==> config.mk <==
export PLATFORM = sky130hd
export DESIGN_NAME = plot_scheduler
export DESIGN_NICKNAME = d
export VERILOG_FILES = /design/src/rtl/plot_scheduler_pkg.sv /design/src/rtl/rr_picker.sv /design/src/rtl/plot_scheduler.sv
export SDC_FILE = /design/constraint.sdc
export NUM_CORES = 1
export LEC_CHECK = 0
export CELL_PAD_IN_SITES_DETAIL_PLACEMENT = 2
export CELL_PAD_IN_SITES_GLOBAL_PLACEMENT = 2
export CORE_MARGIN = 5
export CORE_UTILIZATION = 30
export CTS_CLUSTER_SIZE = 14
export DETAILED_ROUTE_END_ITERATION = 7
export GPL_ROUTABILITY_DRIVEN = 1
export GPL_TIMING_DRIVEN = 0
export MAX_ROUTING_LAYER = met4
export PLACE_DENSITY_LB_ADDON = 0.1
export SYNTH_ARGS = -nofsm -noshare
export SYNTH_HDL_FRONTEND = slang
export SYNTH_SLANG_ARGS = --single-unit
==> constraint.sdc <==
create_clock -name CLOCK_50 -period 7.24 [get_ports CLOCK_50]
set_input_delay 1.448 -clock CLOCK_50 [delete_from_list [all_inputs] [get_ports CLOCK_50]]
set_output_delay 1.448 -clock CLOCK_50 [all_outputs]
set_load 0.03 [all_outputs]
==> src/rtl/plot_scheduler_pkg.sv <==
// Shared splatoon constants: screen geometry, colour codes, requester indices
// and the plot scheduler state encoding.
package plot_scheduler_pkg;

    localparam int SCREEN_W = 160;
    localparam int SCREEN_H = 120;

    localparam logic [2:0] COL_BG    = 3'b000;
    localparam logic [2:0] COL_P1    = 3'b001;
    localparam logic [2:0] COL_P2    = 3'b010;
    localparam logic [2:0] COL_P3    = 3'b100;
    localparam logic [2:0] COL_P4    = 3'b110;
    localparam logic [2:0] COL_TIMER = 3'b111;

    typedef enum int {
        REQ_P1    = 0,
        REQ_P2    = 1,
        REQ_P3    = 2,
        REQ_P4    = 3,
        REQ_TIMER = 4
    } req_idx_e;

    localparam int NUM_PLOT_REQ = 5;

    localparam logic [0:0] ST_ARB   = 1'b0;
    localparam logic [0:0] ST_CLEAR = 1'b1;

endpackage

==> src/rtl/rr_picker.sv <==
// Combinational round-robin picker: first set bit of eff searching from ptr
// upwards, wrapping modulo NUM_REQ (which need not be a power of two).
module rr_picker #(
    parameter int NUM_REQ = 5,
    parameter int PTR_W   = 3
) (
    input  logic [NUM_REQ-1:0] eff,
    input  logic [PTR_W-1:0]   ptr,
    output logic [PTR_W-1:0]   winner,
    output logic               valid
);

    logic [PTR_W:0]   sum [NUM_REQ];
    logic [PTR_W-1:0] idx [NUM_REQ];

    // idx[gi] is the requester examined gi places after ptr
    genvar gi;
    generate
        for (gi = 0; gi < NUM_REQ; gi++) begin : g_idx
            assign sum[gi] = {1'b0, ptr} + (PTR_W+1)'(gi);
            assign idx[gi] = (sum[gi] >= (PTR_W+1)'(NUM_REQ))
                           ? PTR_W'(sum[gi] - (PTR_W+1)'(NUM_REQ))
                           : sum[gi][PTR_W-1:0];
        end
    endgenerate

    // Scan from the far end so the position closest to ptr wins last.
    always_comb begin
        winner = '0;
        valid  = 1'b0;
        for (int k = NUM_REQ - 1; k >= 0; k--) begin
            if (eff[idx[k]]) begin
                winner = idx[k];
                valid  = 1'b1;
            end
        end
    end

endmodule

==> src/rtl/plot_scheduler.sv <==
// Shares the vga_adapter plot port between the player heads and the timer bar
// (one pixel per cycle, round robin) and runs the full-screen clear sweep.
module plot_scheduler #(
    parameter int         NUM_REQ      = 5,
    parameter int         SCREEN_W     = plot_scheduler_pkg::SCREEN_W,
    parameter int         SCREEN_H     = plot_scheduler_pkg::SCREEN_H,
    parameter logic [2:0] CLEAR_COLOUR = 3'b000
) (
    input  logic                 CLOCK_50,
    input  logic                 resetn,
    input  logic [NUM_REQ-1:0]   req,
    input  logic [8*NUM_REQ-1:0] req_x,
    input  logic [7*NUM_REQ-1:0] req_y,
    input  logic [3*NUM_REQ-1:0] req_colour,
    output logic [NUM_REQ-1:0]   grant,
    input  logic                 clear_start,
    output logic                 clear_busy,
    output logic                 clear_done,
    output logic [7:0]           x,
    output logic [6:0]           y,
    output logic [2:0]           colour,
    output logic                 plot
);

    import plot_scheduler_pkg::*;

    localparam int         PTR_W   = (NUM_REQ > 1) ? $clog2(NUM_REQ) : 1;
    localparam logic [7:0] CX_LAST = 8'(SCREEN_W - 1);
    localparam logic [6:0] CY_LAST = 7'(SCREEN_H - 1);
    localparam logic [PTR_W-1:0] PTR_LAST = PTR_W'(NUM_REQ - 1);

    logic [0:0]         state_reg;
    logic [PTR_W-1:0]   ptr_reg;
    logic [7:0]         cx_reg;
    logic [6:0]         cy_reg;
    logic               clear_last_reg;

    logic [NUM_REQ-1:0] eff;
    logic [PTR_W-1:0]   pick_idx;
    logic               pick_valid;
    logic [PTR_W-1:0]   ptr_next;

    logic [7:0] field_x      [NUM_REQ];
    logic [6:0] field_y      [NUM_REQ];
    logic [2:0] field_colour [NUM_REQ];

    genvar gi;
    generate
        for (gi = 0; gi < NUM_REQ; gi++) begin : g_fields
            assign field_x[gi]      = req_x[8*gi +: 8];
            assign field_y[gi]      = req_y[7*gi +: 7];
            assign field_colour[gi] = req_colour[3*gi +: 3];
        end
    endgenerate

    // Last cycle's grantee may still be holding req while it reacts; mask it.
    assign eff      = req & ~grant;
    assign ptr_next = (pick_idx == PTR_LAST) ? '0 : pick_idx + 1'b1;

    rr_picker #(
        .NUM_REQ (NUM_REQ),
        .PTR_W   (PTR_W)
    ) u_rr_picker (
        .eff    (eff),
        .ptr    (ptr_reg),
        .winner (pick_idx),
        .valid  (pick_valid)
    );

    always_ff @(posedge CLOCK_50) begin
        if (!resetn) begin
            state_reg      <= ST_ARB;
            ptr_reg        <= '0;
            cx_reg         <= '0;
            cy_reg         <= '0;
            clear_last_reg <= 1'b0;
            grant          <= '0;
            clear_busy     <= 1'b0;
            clear_done     <= 1'b0;
            x              <= '0;
            y              <= '0;
            colour         <= '0;
            plot           <= 1'b0;
        end else begin
            clear_done <= 1'b0;
            grant      <= '0;
            case (state_reg)
                ST_ARB: begin
                    if (clear_start) begin
                        state_reg      <= ST_CLEAR;
                        cx_reg         <= '0;
                        cy_reg         <= '0;
                        clear_last_reg <= 1'b0;
                        plot           <= 1'b0;
                    end else if (pick_valid) begin
                        x       <= field_x[pick_idx];
                        y       <= field_y[pick_idx];
                        colour  <= field_colour[pick_idx];
                        plot    <= 1'b1;
                        grant   <= NUM_REQ'(1) << pick_idx;
                        ptr_reg <= ptr_next;
                    end else begin
                        plot <= 1'b0;
                    end
                end
                default: begin
                    // One extra cycle after the final pixel carries the done pulse.
                    if (clear_last_reg) begin
                        state_reg  <= ST_ARB;
                        clear_busy <= 1'b0;
                        clear_done <= 1'b1;
                        plot       <= 1'b0;
                    end else begin
                        x          <= cx_reg;
                        y          <= cy_reg;
                        colour     <= CLEAR_COLOUR;
                        plot       <= 1'b1;
                        clear_busy <= 1'b1;
                        if (cx_reg == CX_LAST) begin
                            cx_reg <= '0;
                            if (cy_reg == CY_LAST)
                                clear_last_reg <= 1'b1;
                            else
                                cy_reg <= cy_reg + 1'b1;
                        end else begin
                            cx_reg <= cx_reg + 1'b1;
                        end
                    end
                end
            endcase
        end
    end

endmodule

-- Yosys cells after proc, flatten, opt, wreduce, memory -nomap -nowiden
Cells that the tools add are included.
- word-level logic and storage cells: 126
- bits in registers: 46
- add/sub/neg operators: 12
- bitwise logic cells: 7
- multiplexer cells: 68
- equal/unequal tests: 7
- reductions and logical operators: 8
- shift-type cells: 1
- magnitude comparators: 11
- operators by type and width (kind ; number):
    8-bit 2-to-1 mux ; 10
    7-bit 2-to-1 mux ; 11
    3-bit 2-to-1 mux ; 17
    8-bit binary-select mux with 3-bit select ; 1
    1-bit 2-to-1 mux ; 22
    7-bit binary-select mux with 3-bit select ; 1
    3-bit by 4-bit less-than comparator with 1-bit output (second input constant) ; 5
    4-bit by 3-bit >= comparator with 1-bit output (second input constant) ; 4
    1-bit binary-select mux with 3-bit select ; 5
    3-bit subtractor (second input constant) ; 5
    3-bit binary-select mux with 3-bit select ; 1
    3-bit by 2-bit adder with 4-bit output (second input constant) ; 2
    8-bit by 1-bit adder with 8-bit output (second input constant) ; 1
    8-bit == test (second input constant) ; 1
    7-bit by 1-bit adder with 7-bit output (second input constant) ; 1
    7-bit == test (second input constant) ; 1
    3-bit AND reduction ; 2
    5-bit AND ; 1
    5-bit inverter ; 1
    1-bit by 3-bit left shift with 5-bit output (first input constant) ; 1
    3-bit by 1-bit adder with 4-bit output (second input constant) ; 1
    3-bit by 3-bit adder with 4-bit output (second input constant) ; 1
    4-bit >= comparator (second input constant) ; 1
    2-bit by 1-bit != test with 1-bit output (second input constant) ; 2
    other kinds (10) ; 16

-- Depth between registers and ports, before layout
- word-level depth: 17
- gate-level depth with buffers: 17
- gate-level depth less buffers: 16

-- Modules after synthesis
From an unflattened synthesis, not the netlist that was laid out.
- cell total of the unflattened synthesis: 403
- area, all modules: 3589.7 um2
- by module, submodules not included (module ; seq. area each (um2) ; area each (um2) ; cells each ; instances):
    plot_scheduler ; 920.9 ; 2627.5 ; 271 ; 1
    rr_picker ; 0.0 ; 962.2 ; 132 ; 1

-- Least setup slack after synthesis
No wires, ideal clock.
- kind: in2reg
- from: input req[1]
- to: register ptr_reg[2]
- path slack: 3.278 ns
- data arrival time: 3.874 ns
- setup time: 0.088 ns
- stages: 12
- cell sequence: nor2b_1 -> a211oi_1 -> a211oi_1 -> o2bb2ai_1 -> nor4_1 -> a22o_1 -> a21o_1 -> clkinv_2 -> buf_2 -> ha_1 -> or3_1 -> a311oi_2
- word-level cells in the longest chain between the ends: 10
- ends and longest elaborated chain (element ; RTL line ; RTL):
    start: declaration ; plot_scheduler.sv:11 ; input logic [NUM_REQ-1:0] req,
    5-bit AND * ; plot_scheduler.sv:57 ; assign eff = req & ~grant;
    1-bit binary-select mux with 3-bit select ; rr_picker.sv:32 ; if (eff[idx[k]]) begin
    1-bit 2-to-1 mux (not written as such) ; rr_picker.sv:32 ;
    3-bit 2-to-1 mux (5 in series) ; rr_picker.sv:32 ;
    3-bit by 1-bit adder with 3-bit output / 3-bit == test (equally long branches) ; plot_scheduler.sv:58 ; assign ptr_next = (pick_idx == PTR_LAST) ? '0 : pick_idx + 1'b1;
    3-bit 2-to-1 mux ; plot_scheduler.sv:58 ;
    end signal: assignment ; plot_scheduler.sv:101 ; ptr_reg <= ptr_next;
    end: declaration ; plot_scheduler.sv:33 ; logic [PTR_W-1:0] ptr_reg;
Mark *: on every way between the ends. The rest lies on a longest branch, timed or not. The select of a mux whose other input is x is not followed.
A chain may end at the register's enable or synchronous reset.

-- Final worst setup path
- from: register ptr_reg[1]
- to: register ptr_reg[2]
- word-level cells in the longest chain between the ends: 12
- ends and longest elaborated chain (element ; RTL line ; RTL):
    3-bit by 3-bit adder with 4-bit output ; rr_picker.sv:20 ; assign sum[gi] = {1'b0, ptr} + (PTR_W+1)'(gi);
    4-bit by 3-bit >= comparator with 1-bit output / 3-bit subtractor (equally long branches) ; rr_picker.sv:21, rr_picker.sv:22 ;
    3-bit 2-to-1 mux ; rr_picker.sv:22 ; ? PTR_W'(sum[gi] - (PTR_W+1)'(NUM_REQ))
    1-bit binary-select mux with 3-bit select ; rr_picker.sv:32 ;
    1-bit 2-to-1 mux (not written as such) ; rr_picker.sv:32 ;
    3-bit 2-to-1 mux (5 in series) ; rr_picker.sv:32 ;
    3-bit by 1-bit adder with 3-bit output / 3-bit == test (equally long branches) ; plot_scheduler.sv:58 ;
    3-bit 2-to-1 mux ; plot_scheduler.sv:58 ;
Several ways; a longest one is shown, not always the timed one. The select of a mux whose other input is x is not followed.

==> impl_metrics.json <==
{
  "status": "finished, final reports clean",
  "port_buffers": 122,
  "slew_viol_final": 0,
  "postLayoutCoreUtil_pct": 41.7,
  "synthFlopType": "dfxtp_1",
  "grt_pass1_wl_mm": 33.3,
  "ys_seq_area_share_pct": 20.5,
  "drcViolationCount": 0,
  "initial_utilization_pct": 30.7,
  "die_h_um": 132,
  "setup_slack_ns": 2.45,
  "crit_type": "flip-flop to flip-flop",
  "crit_cells": 16,
  "cp_max_fo": 10,
  "fin_crit_ns": 4.79,
  "crit_path_start_kind": "flip-flop",
  "reg2reg_from": "ptr_reg[1]",
  "multi_input_area_um2": 3310,
  "fin_skew_ns": 0.0129,
  "antenna_found_initial": 1,
  "grt_max_degree": 18,
  "cts_hold_buf": 0,
  "rows": 44,
  "end_kind": "flip-flop",
  "leakage_uw": 0.00232,
  "grt_pass1_vias": 5719,
  "dp_slack_ns": 2.10,
  "dr.pass1.iters": 5,
  "crit_path_start": "ptr_reg[1]",
  "overflow": 0,
  "dp_hpwl_mm": 17.4,
  "drtIter0Drc": 288,
  "yosysUniqueCellTypes": 80,
  "critPathSlowestCell": "dfxtp_1",
  "cts_tree": "done",
  "path_buf_inv": 5,
  "r2r_slack_ns": 2.45,
  "hp-class": "flip-flop to flip-flop",
  "finalCritPeriodShare_pct": 66.2,
  "hold_ws_ns": 0.486,
  "clkSinkCount": 46,
  "h-tree-depth": 2,
  "cp_top_family": "compound AO/OA/AOI/OAI gates",
  "critPathRequiredTime_ns": 7.46,
  "synth_area_leader_cell": "dfxtp_1",
  "ios": 124,
  "wl_mm": 21.6,
  "yosys_warnings": 0,
  "insertion_delay_ns": 0.31,
  "die-area_um2": 17500,
  "synth_edf_count": 0,
  "post-cts-setup-buffers": 0,
  "setup_tns_ns": 0,
  "worst_pin_slew_ns": 0.739,
  "syn_area_um2": 4500,
  "crit_chain": "buf_2 -> inv_1 -> ha_1 -> ha_1 -> inv_1 -> o21ai_1 -> nor3_1 -> nor4_2 -> a21oi_1 -> a211oi_1 -> a21o_1 -> clkinv_2 -> buf_2 -> ha_1 -> or3_1 -> a311oi_2",
  "hold_violations": 0,
  "synthCells": 570,
  "root_buffer": "clkbuf_16",
  "synth.avg_cell_area_um2": 7.89,
  "via_per_inst": 6.00,
  "cts_buffers": 5,
  "async_reset_ff_share_pct": 0,
  "ys_ff_latch": 46,
  "layout.nets": 811,
  "wl_per_cell_um": 24.4,
  "ir_drop_uv": 177,
  "num-fill-cells": 1703,
  "fp.dieW_um": 132,
  "regArea_um2": 921,
  "clk_pin_slew_ns": 0.07,
  "drive_gt1_share_pct": 8.29,
  "cpMostUsedCell": "ha_1",
  "dp_cells": 876,
  "regToRegEndpoint": "ptr_reg[2]",
  "synth_area_leaders": "dfxtp_1, o211ai_1, nand2b_1, o211a_1, ha_1",
  "track_usage_pct": 24.6,
  "final_cell_count_no_fill": 885,
  "setup_violations": 0,
  "setup.worst_path.end": "ptr_reg[2]",
  "vias": 5313,
  "gp_congestion": 0.922,
  "clockBufferDepth": 2,
  "crit_arrival_ns": 5.01,
  "rsz0062_at_grt": "false",
  "ant_nets": 0,
  "area_growth_pct": 35.7,
  "core_area_um2": 14600,
  "cellPowerDensity_nw_per_um2": 520,
  "reg2reg_depth": 16,
  "yosysTopAreaCellShare_pct": 20.5,
  "max_freq_mhz": 209,
  "syn_nets": 682,
  "cts_resized": 0,
  "slowest_delay_ns": 0.47,
  "slew_headroom_pct": 50.4,
  "cap_violations": 0
}
-- cells by family (layout without fill, tap and decap cells) --
kind of cell	after synthesis	count (layout)	share of synthesized area, %
multiplexers	17	17	4.12
other	0	1	0
buffers and inverters	61	191	5.87
flip-flops	46	46	20.5
AO/OA/AOI/OAI	229	229	39.5
XOR/XNOR	4	4	0.779
adder cells (fa/ha/maj)	14	14	4.06
AND/OR/NAND/NOR	199	199	25.2
-- cells in the mapped netlist (all sizes together) (3+ instances only) --
master	count
buf	21
and2	19
nor3	17
or3	4
and3	20
nor3b	5
nand3	14
a311o	3
nor4	9
a2bb2oi	4
a21boi	3
or2	3
nor2b	7
o21a	7
a21oi	19
o311ai	15
inv	14
nand4	5
a211oi	9
a22o	4
and3b	5
a21o	19
nor2	32
nand2b	30
nand2	21
mux2	9
o211a	17
o211ai	40
dfxtp	46
a31oi	16
a22oi	14
o221ai	3
ha	13
clkbuf	24
a221oi	16
o21ai	22
mux2i	8
-- per-stage QoR --
stage / power (uW) / instance area (um2)
2_1_floorplan: 2030 / 4500
3_3_place_gp: 2790 / 5950
3_5_place_dp: 2890 / 5950
4_1_cts: 3170 / 6100
5_1_grt: 3400 / 6110
6_report: 3180 / 6110
-- tightest hold or removal path, stage by stage (launching register included) --
cell      delay (ns)
dfxtp_1         0.32
nand2b_1        0.07
a21oi_1         0.06
-- worst min-delay path by stage --
| stage | startpoint | end | slack [ns] | depth (start not counted) |
|---|---|---|---|---|
| 4_1_cts | clear_busy | clear_busy | 0.49 | 2 |
| 6_report | clear_busy | clear_busy | 0.49 | 2 |
| 3_3_place_gp | clear_busy | clear_busy | 0.47 | 2 |
| 2_1_floorplan | clear_last_reg | clear_last_reg | 0.46 | 2 |
| 3_5_place_dp | clear_busy | clear_busy | 0.48 | 2 |
| 5_1_grt | clear_busy | clear_busy | 0.52 | 2 |
-- area by class of cell --
class / count / area share, %
diodes: 1 / 0.0410
multi-input cells: 463 / 54.3
well taps: 184 / 3.77
clock buffers: 5 / 2.05
plain buffers: 45 / 3.32
clock inverters: 3 / 0.471
flip-flops and latches: 46 / 15.1
repair buffers: 122 / 20.0
inverters: 16 / 1.00
-- power breakdown --
group	leakage (uW)	total [uW]	switching (uW)	internal, uW
sequential	0.000375	343	46.0	297
combinational	0.00187	2580	1680	909
clock	0.0000763	250	117	133
total	0.00232	3180	1840	1340
-- metal layers --
metal  global-route usage, %  wire length [um]  vias to the layer above
met1                    29.6              9200                     2654
met2                    43.9             11300                      147
met5                       -                 0                        -
met4                    6.35               369                        0
li1                        -                 -                     2491
met3                    2.54               723                       21
-- layout by cell type, fill, tap and decap left out, types with 4 or more instances in the layout --
| cell | netlist | layout |
|---|---|---|
| mux2i_1 | 7 | 7 |
| nor2_1 | 31 | 31 |
| nor2b_1 | 7 | 7 |
| or3_1 | 4 | 4 |
| clkbuf_1 | 24 | 24 |
| a22o_1 | 4 | 4 |
| a21oi_1 | 17 | 17 |
| nand3_1 | 14 | 14 |
| o21ai_0 | 15 | 15 |
| o21ai_1 | 4 | 4 |
| nor3_1 | 16 | 16 |
| nor4_1 | 7 | 7 |
| buf_2 | 18 | 18 |
| a21o_1 | 19 | 19 |
| nand4_1 | 5 | 5 |
| ha_1 | 13 | 13 |
| o211ai_1 | 40 | 40 |
| and2_1 | 17 | 17 |
| a2bb2oi_1 | 4 | 4 |
| clkbuf_16 | 0 | 5 |
| a211oi_1 | 8 | 8 |
| nor3b_1 | 5 | 5 |
| a31oi_1 | 16 | 16 |
| a221oi_1 | 15 | 15 |
| inv_1 | 11 | 11 |
| a22oi_1 | 14 | 14 |
| o211a_1 | 17 | 17 |
| o311ai_1 | 15 | 15 |
| nand2b_1 | 30 | 30 |
| and3b_1 | 5 | 5 |
| mux2_2 | 8 | 8 |
| nand2_1 | 21 | 21 |
| dfxtp_1 | 46 | 46 |
| o21a_1 | 7 | 7 |
| clkdlybuf4s50_1 | 0 | 122 |
| and3_1 | 20 | 20 |
Power figures use the tool's default switching activity.
